--- config.mk ---
export PLATFORM = sky130hd
export DESIGN_NAME = bank_req_scheduler_flat
export DESIGN_NICKNAME = d
export VERILOG_FILES = /design/src/rtl/bank_req_scheduler_if.sv /design/src/rtl/bank_req_scheduler.sv /design/src/flat_wrapper.sv
export SDC_FILE = /design/constraint.sdc
export NUM_CORES = 1
export LEC_CHECK = 0
export CORE_UTILIZATION = 25
export CTS_BUF_LIST = sky130_fd_sc_hd__clkbuf_8 sky130_fd_sc_hd__clkbuf_16
export DETAILED_ROUTE_END_ITERATION = 8
export DONT_BUFFER_PORTS = 1
export PLACE_DENSITY = 0.46
export SLEW_MARGIN = 20
export SYNTH_ARGS = -nofsm -noshare
export SYNTH_HDL_FRONTEND = slang
export SYNTH_SLANG_ARGS = --single-unit
--- constraint.sdc ---
create_clock -name clk -period 1.9 [get_ports clk]
set_input_delay 0.19 -clock clk [delete_from_list [all_inputs] [get_ports clk]]
set_output_delay 0.19 -clock clk [all_outputs]
set_load 0.01 [all_outputs]
--- src/rtl/bank_req_scheduler_if.sv ---
// Handshake and crossbar-control bundle between a request source and the bank scheduler.
// The master drives batches and stall; the slave returns per-bank selects and grants.
interface bank_req_scheduler_if #(
  parameter int P       = 2,
  parameter int BI_PACK = 8
);
  logic               in_valid;
  logic               in_ready;
  logic [BI_PACK-1:0] req_BI_bus;
  logic               stall;
  logic [BI_PACK-1:0] sel_BI_bus;
  logic [2*P-1:0]     bank_en_bus;
  logic [2*P-1:0]     grant_bus;
  logic               out_valid;
  logic               batch_done;

  modport master (
    output in_valid, req_BI_bus, stall,
    input  in_ready, sel_BI_bus, bank_en_bus, grant_bus, out_valid, batch_done
  );

  modport slave (
    input  in_valid, req_BI_bus, stall,
    output in_ready, sel_BI_bus, bank_en_bus, grant_bus, out_valid, batch_done
  );
endinterface

--- src/rtl/bank_req_scheduler.sv ---
// Schedules a batch of 2P bank-targeted requests onto 2P banks, one request per bank
// per cycle, lowest request index first.
//   state | meaning
//   IDLE  | waiting for a batch, in_ready high
//   SERVE | granting pending requests until the batch drains
module bank_req_scheduler #(
  parameter int P       = 2,
  parameter int MAP     = 2,
  parameter int BI_PACK = 8
) (
  input logic                 clk,
  input logic                 rst,
  bank_req_scheduler_if.slave bus
);
  localparam int N = 2 * P;

  typedef enum logic {IDLE, SERVE} state_t;

  state_t             state_q, state_d;
  logic [N-1:0]       pending_q, pending_d;
  logic [BI_PACK-1:0] idx_q, idx_d;

  logic [BI_PACK-1:0] sel;
  logic [N-1:0]       bank_en;
  logic [N-1:0]       grant;
  logic               batch_done;

  always_ff @(posedge clk or posedge rst) begin
    if (rst) begin
      state_q   <= IDLE;
      pending_q <= '0;
      idx_q     <= '0;
    end else begin
      state_q   <= state_d;
      pending_q <= pending_d;
      idx_q     <= idx_d;
    end
  end

  // Descending scan so the lowest matching request index is the one left in sel.
  always_comb begin
    sel     = '0;
    bank_en = '0;
    grant   = '0;
    if (state_q == SERVE) begin
      for (int k = 0; k < N; k++) begin
        for (int j = N - 1; j >= 0; j--) begin
          if (pending_q[j] && (int'(idx_q[j*MAP +: MAP]) == k)) begin
            sel[k*MAP +: MAP] = MAP'(j);
            bank_en[k]        = 1'b1;
          end
        end
      end
      for (int j = 0; j < N; j++) begin
        grant[j] = pending_q[j] && bank_en[int'(idx_q[j*MAP +: MAP])] &&
                   (int'(sel[int'(idx_q[j*MAP +: MAP])*MAP +: MAP]) == j);
      end
    end
  end

  always_comb begin
    state_d    = state_q;
    pending_d  = pending_q;
    idx_d      = idx_q;
    batch_done = 1'b0;
    case (state_q)
      IDLE: begin
        if (bus.in_valid) begin
          idx_d     = bus.req_BI_bus;
          pending_d = '1;
          state_d   = SERVE;
        end
      end
      SERVE: begin
        if (!bus.stall) begin
          pending_d = pending_q & ~grant;
          if (pending_d == '0) begin
            batch_done = 1'b1;
            state_d    = IDLE;
          end
        end
      end
      default: state_d = IDLE;
    endcase
  end

  assign bus.in_ready    = (state_q == IDLE);
  assign bus.out_valid   = (state_q == SERVE);
  assign bus.sel_BI_bus  = sel;
  assign bus.bank_en_bus = bank_en;
  assign bus.grant_bus   = grant;
  assign bus.batch_done  = batch_done;
endmodule

--- src/flat_wrapper.sv ---
// flat-port wrapper written by rule: the top's interface ports become plain ports
module bank_req_scheduler_flat 
#(
  parameter int P       = 2,
  parameter int MAP     = 2,
  parameter int BI_PACK = 8
)
  (clk, rst, bus_in_valid, bus_req_BI_bus, bus_stall, bus_in_ready, bus_sel_BI_bus, bus_bank_en_bus, bus_grant_bus, bus_out_valid, bus_batch_done);
  bank_req_scheduler_if #(.P(P), .BI_PACK(BI_PACK)) bus_i ();
  input logic clk;
  input logic rst;
  input wire logic [$bits(bus_i.in_valid)-1:0] bus_in_valid;
  input wire logic [$bits(bus_i.req_BI_bus)-1:0] bus_req_BI_bus;
  input wire logic [$bits(bus_i.stall)-1:0] bus_stall;
  output wire logic [$bits(bus_i.in_ready)-1:0] bus_in_ready;
  output wire logic [$bits(bus_i.sel_BI_bus)-1:0] bus_sel_BI_bus;
  output wire logic [$bits(bus_i.bank_en_bus)-1:0] bus_bank_en_bus;
  output wire logic [$bits(bus_i.grant_bus)-1:0] bus_grant_bus;
  output wire logic [$bits(bus_i.out_valid)-1:0] bus_out_valid;
  output wire logic [$bits(bus_i.batch_done)-1:0] bus_batch_done;
  assign bus_i.in_valid = bus_in_valid;
  assign bus_i.req_BI_bus = bus_req_BI_bus;
  assign bus_i.stall = bus_stall;
  assign bus_in_ready = bus_i.in_ready;
  assign bus_sel_BI_bus = bus_i.sel_BI_bus;
  assign bus_bank_en_bus = bus_i.bank_en_bus;
  assign bus_grant_bus = bus_i.grant_bus;
  assign bus_out_valid = bus_i.out_valid;
  assign bus_batch_done = bus_i.batch_done;
  bank_req_scheduler #(.P(P), .MAP(MAP), .BI_PACK(BI_PACK)) u_core (.clk(clk), .rst(rst), .bus(bus_i));
endmodule
==> metrics.txt <==
# TYPE chip_impl_metric gauge
chip_impl_info{name="status",value="finished with violations"} 1
chip_impl_info{name="violated_checks",value="setup timing"} 1
chip_impl_metric{name="netSwitchingPower",unit="mW"} 1.23
chip_impl_metric{name="dr.first_iter.drc_count",unit=""} 26
chip_impl_metric{name="route.vias.total",unit=""} 964
chip_impl_metric{name="fin_crit_sh",unit="%"} 106
chip_impl_metric{name="drt_pre_antenna_iters",unit=""} 4
chip_impl_metric{name="placedCellCount",unit=""} 177
chip_impl_info{name="crit_top_cell",value="sky130_fd_sc_hd__buf_4"} 1
chip_impl_metric{name="relative_slew_slack",unit="%"} 64.5
chip_impl_metric{name="synthesized_instance_count",unit=""} 121
chip_impl_metric{name="fill_count",unit=""} 392
chip_impl_metric{name="place.detailed.hpwl",unit="mm"} 2.25
chip_impl_metric{name="diodes",unit=""} 0
chip_impl_info{name="synth.top_cells.by_area",value="sky130_fd_sc_hd__dfrtp_1 (32%), sky130_fd_sc_hd__mux2_2 (5.6%), sky130_fd_sc_hd__nand2_1 (5.2%)"} 1
chip_impl_metric{name="placementRows",unit=""} 22
chip_impl_metric{name="ioPinCount",unit=""} 31
chip_impl_metric{name="number_of_global_route_vias_before_repair",unit=""} 931
chip_impl_metric{name="p_comb_share",unit="%"} 64.5
chip_impl_metric{name="die_y",unit="µm"} 65.6
chip_impl_metric{name="die_w",unit="µm"} 65.6
chip_impl_metric{name="final_cells",unit=""} 190
chip_impl_metric{name="yosys_register_bits",unit=""} 13
chip_impl_metric{name="totalWireLength",unit="mm"} 2.94
chip_impl_metric{name="grt_max_degree",unit=""} 14
chip_impl_metric{name="hold_violations",unit=""} 0
chip_impl_metric{name="netlist-cell-type-count",unit=""} 36
chip_impl_metric{name="areaGrowthSynthToFinish",unit="%"} 34.9
chip_impl_metric{name="drv_cap",unit=""} 0
chip_impl_info{name="layout.cells.most_common_list",value="sky130_fd_sc_hd__buf_4 (24), sky130_fd_sc_hd__nand2_1 (14), sky130_fd_sc_hd__nor2_1 (12)"} 1
chip_impl_metric{name="yosys.area.top_type_share",unit="%"} 32.1
chip_impl_metric{name="routed_via_density",unit=""} 5.07
chip_impl_info{name="post-synth-top-area-cell",value="sky130_fd_sc_hd__dfrtp_1"} 1
chip_impl_metric{name="worst_clock_skew",unit="ns"} 0.00672
chip_impl_info{name="clock_tree.root_cell",value="sky130_fd_sc_hd__clkbuf_8"} 1
chip_impl_metric{name="design.die.area",unit="µm²"} 4310
chip_impl_info{name="timing.critical_path.from_type",value="register"} 1
chip_impl_metric{name="power.leakage",unit="nW"} 0.572
chip_impl_metric{name="maxSlewViolCount",unit=""} 0
chip_impl_metric{name="grt_antenna_before_repair",unit=""} 0
chip_impl_metric{name="htree_num_levels",unit=""} 1
chip_impl_metric{name="fmax",unit="GHz"} 0.497
chip_impl_metric{name="core_area",unit="µm²"} 3770
chip_impl_metric{name="crit_required",unit="ns"} 1.71
chip_impl_metric{name="clk_transition_reported_paths",unit="ns"} 0.06
chip_impl_metric{name="wl_per_cell",unit="µm"} 15.5
chip_impl_info{name="hp-class",value="in -> reg"} 1
chip_impl_metric{name="power_frac_clock",unit="%"} 9.2
chip_impl_metric{name="internal-power",unit="mW"} 1.41
chip_impl_metric{name="ir_drop",unit="V"} 0.000696
chip_impl_metric{name="post-route-min-period",unit="ns"} 2.01
chip_impl_metric{name="p_sw_share",unit="%"} 46.6
chip_impl_metric{name="synth_seq_area_share",unit="%"} 32.1
chip_impl_metric{name="critical_path_arrival",unit="ns"} 1.82
chip_impl_metric{name="synthesis.yosys.warnings",unit=""} 0
chip_impl_metric{name="routabilityCongestion",unit=""} 0.823
chip_impl_metric{name="syn_std_cell_area",unit="µm²"} 1010
chip_impl_metric{name="multi_input_area",unit="µm²"} 713
chip_impl_metric{name="grt_ovf",unit=""} 0
chip_impl_metric{name="remaining_drc_errors",unit=""} 0
chip_impl_info{name="worstSetupEndpointType",value="primary output"} 1
chip_impl_info{name="ys_dominant_reg_cell",value="sky130_fd_sc_hd__dfrtp_1"} 1
chip_impl_metric{name="synth-edff-count",unit=""} 0
chip_impl_metric{name="gr-usage-all-layers",unit="%"} 14.0
chip_impl_metric{name="numClockSinks",unit=""} 13
chip_impl_info{name="clock_tree_from_tritoncts",value="yes"} 1
chip_impl_metric{name="buffer_ports.inserted",unit=""} 0
chip_impl_info{name="cell_with_the_biggest_individual_delay_on_the_critical_path",value="sky130_fd_sc_hd__dfrtp_2"} 1
chip_impl_metric{name="synth.net_count",unit=""} 133
chip_impl_metric{name="synth_async_sr_flop_share",unit="%"} 100
chip_impl_metric{name="critical_path_maximum_fanout",unit=""} 8
chip_impl_metric{name="start_util",unit="%"} 26.8
chip_impl_metric{name="timing.hold.ws",unit="ns"} 0.0698
chip_impl_metric{name="ctsLongestPathBuffers",unit=""} 2
chip_impl_metric{name="slowest_delay",unit="ns"} 0.49
chip_impl_info{name="timing.critical_path.cells",value="nor3b_4, nor4_4, o2111a_2, buf_4, buf_4, a31o_4"} 1
chip_impl_metric{name="first_pass_grt_wire_length",unit="mm"} 4.58
chip_impl_metric{name="setup_viol",unit=""} 2
chip_impl_metric{name="cellPowerDensity",unit="nW/µm²"} 1940
chip_impl_metric{name="clk_latency",unit="ns"} 0.24
chip_impl_info{name="grt_setup_unrepaired",value="yes"} 1
chip_impl_info{name="layout.cells.most_common",value="sky130_fd_sc_hd__buf_4"} 1
chip_impl_metric{name="setup_ws",unit="ns"} -0.113
chip_impl_metric{name="post_route_cells_drive_above_1_share",unit="%"} 42.3
chip_impl_metric{name="postSynthAreaPerCell",unit="µm²"} 8.37
chip_impl_metric{name="area.sequential",unit="µm²"} 337
chip_impl_metric{name="inserted_clock_buffers",unit=""} 3
chip_impl_metric{name="power.share.sequential",unit="%"} 26.2
chip_impl_metric{name="worstMarginPinSlew",unit="ns"} 0.533
chip_impl_metric{name="finish.net_count",unit=""} 155
chip_impl_metric{name="ant_nets",unit=""} 0
chip_impl_info{name="criticalPathCategory",value="reg -> out"} 1
==> power by group through the flow <==
stage	clock, mW	combinational (mW)	sequential, mW
detailed placement	0	1.42	0.656
global route	0.266	1.87	0.718
global placement	0	1.40	0.651
CTS	0.254	1.53	0.668
floorplan	0	1.09	0.529
finish	0.244	1.71	0.695
==> final cells by class <==
cell class,count,area share [%]
timing repair buffer,25,13.9
inverter,5,1.37
clock buffer,3,3.02
clock inverter,1,0.367
multi-input combinational,95,52.2
sequential,13,24.7
tap,48,4.40
==> logic make-up after synthesis <==
group	count (synthesis)	share of synthesized area, %
multiplexers	5	5.56
flip-flops	13	32.1
XOR/XNOR	4	3.46
AND/OR/NAND/NOR	62	35.7
buffers and inverters	13	5.69
AO/OA/AOI/OAI	24	17.4
==> cell usage after synthesis, types with 2 or more instances <==
library cell               instances
sky130_fd_sc_hd__mux2_2            5
sky130_fd_sc_hd__nor3b_2           4
sky130_fd_sc_hd__and2_1            2
sky130_fd_sc_hd__dfrtp_1          13
sky130_fd_sc_hd__inv_1             4
sky130_fd_sc_hd__or3b_1            2
sky130_fd_sc_hd__nor4_1            2
sky130_fd_sc_hd__o32a_1            2
sky130_fd_sc_hd__nand2_1          14
sky130_fd_sc_hd__xnor2_1           3
sky130_fd_sc_hd__nor3_1            4
sky130_fd_sc_hd__a21oi_1           4
sky130_fd_sc_hd__buf_2             4
sky130_fd_sc_hd__a211oi_1          2
sky130_fd_sc_hd__clkbuf_1          2
sky130_fd_sc_hd__nand2b_1          4
sky130_fd_sc_hd__and3b_1           3
sky130_fd_sc_hd__o21a_1            2
sky130_fd_sc_hd__nor2_1           13
sky130_fd_sc_hd__nand3_1           4
sky130_fd_sc_hd__a31oi_1           2
sky130_fd_sc_hd__nand3b_1          5
sky130_fd_sc_hd__o21ai_0           7
sky130_fd_sc_hd__nor2b_1           2
==> layer usage <==
layer  part of all wire, %  track usage (%)  wire, µm  vias up
met1                    49             19.1      1430      464
met4                  0.48             4.08        14        0
met3                   5.0             2.95       147        2
met5                     0                0         0        -
li1                      -                -         -      470
met2                    46             21.9      1350       28
==> stage by stage <==
step	TNS (ns)	worst slack, ns	power [mW]	util [%]	area (µm²)
5_1_grt	-0.375	-0.219	2.85	36.2	1370
3_5_place_dp	0	0.0594	2.08	30.6	1150
6_report	-0.221	-0.113	2.65	36.2	1370
4_1_cts	-0.235	-0.104	2.45	33.5	1260
3_3_place_gp	0	0.0612	2.05	30.6	1150
2_1_floorplan	0	0.194	1.62	-	1010
==> final timing paths <==
path                                       from              endpoint  slack [ns]  depth (start not counted)
setup / recovery                u_core.idx_q[3]      bus_grant_bus[3]       -0.11                          6
min in group asynchronous                   rst   u_core.pending_q[1]        0.42                          2
max in group asynchronous                   rst  u_core.bus.out_valid        1.08                          2
hold / removal                bus_req_BI_bus[7]       u_core.idx_q[7]        0.07                          2
setup reg to reg                u_core.idx_q[6]   u_core.pending_q[3]        0.16                          7
hold reg to reg            u_core.bus.out_valid  u_core.bus.out_valid        0.65                          1
==> critical path, delay by kind of cell (launching register included) <==
kind                   cells  cell delay (ns)
and+or+nand+nor            2             0.35
DFF                        1             0.49
AOI/OAI and AO/OA          2             0.49
buffers and inverters      2             0.26
==> registers in the layout, summed over array words and instances, names as in the netlist <==
signal and count:
u_core.idx_q 8, u_core.pending_q 4, u_core.bus.out_valid 1
==> what timing repair did <==
action                                 4_1_cts  5_1_grt
endpoints found under the hold margin       13        0
gates resized for setup                      9       17
buffers inserted                             4        4
setup endpoints to repair                    3        4
hold buffers                                 1        0
pin swaps                                    1        8
Note: power is estimated with default switching activity, not from simulation.
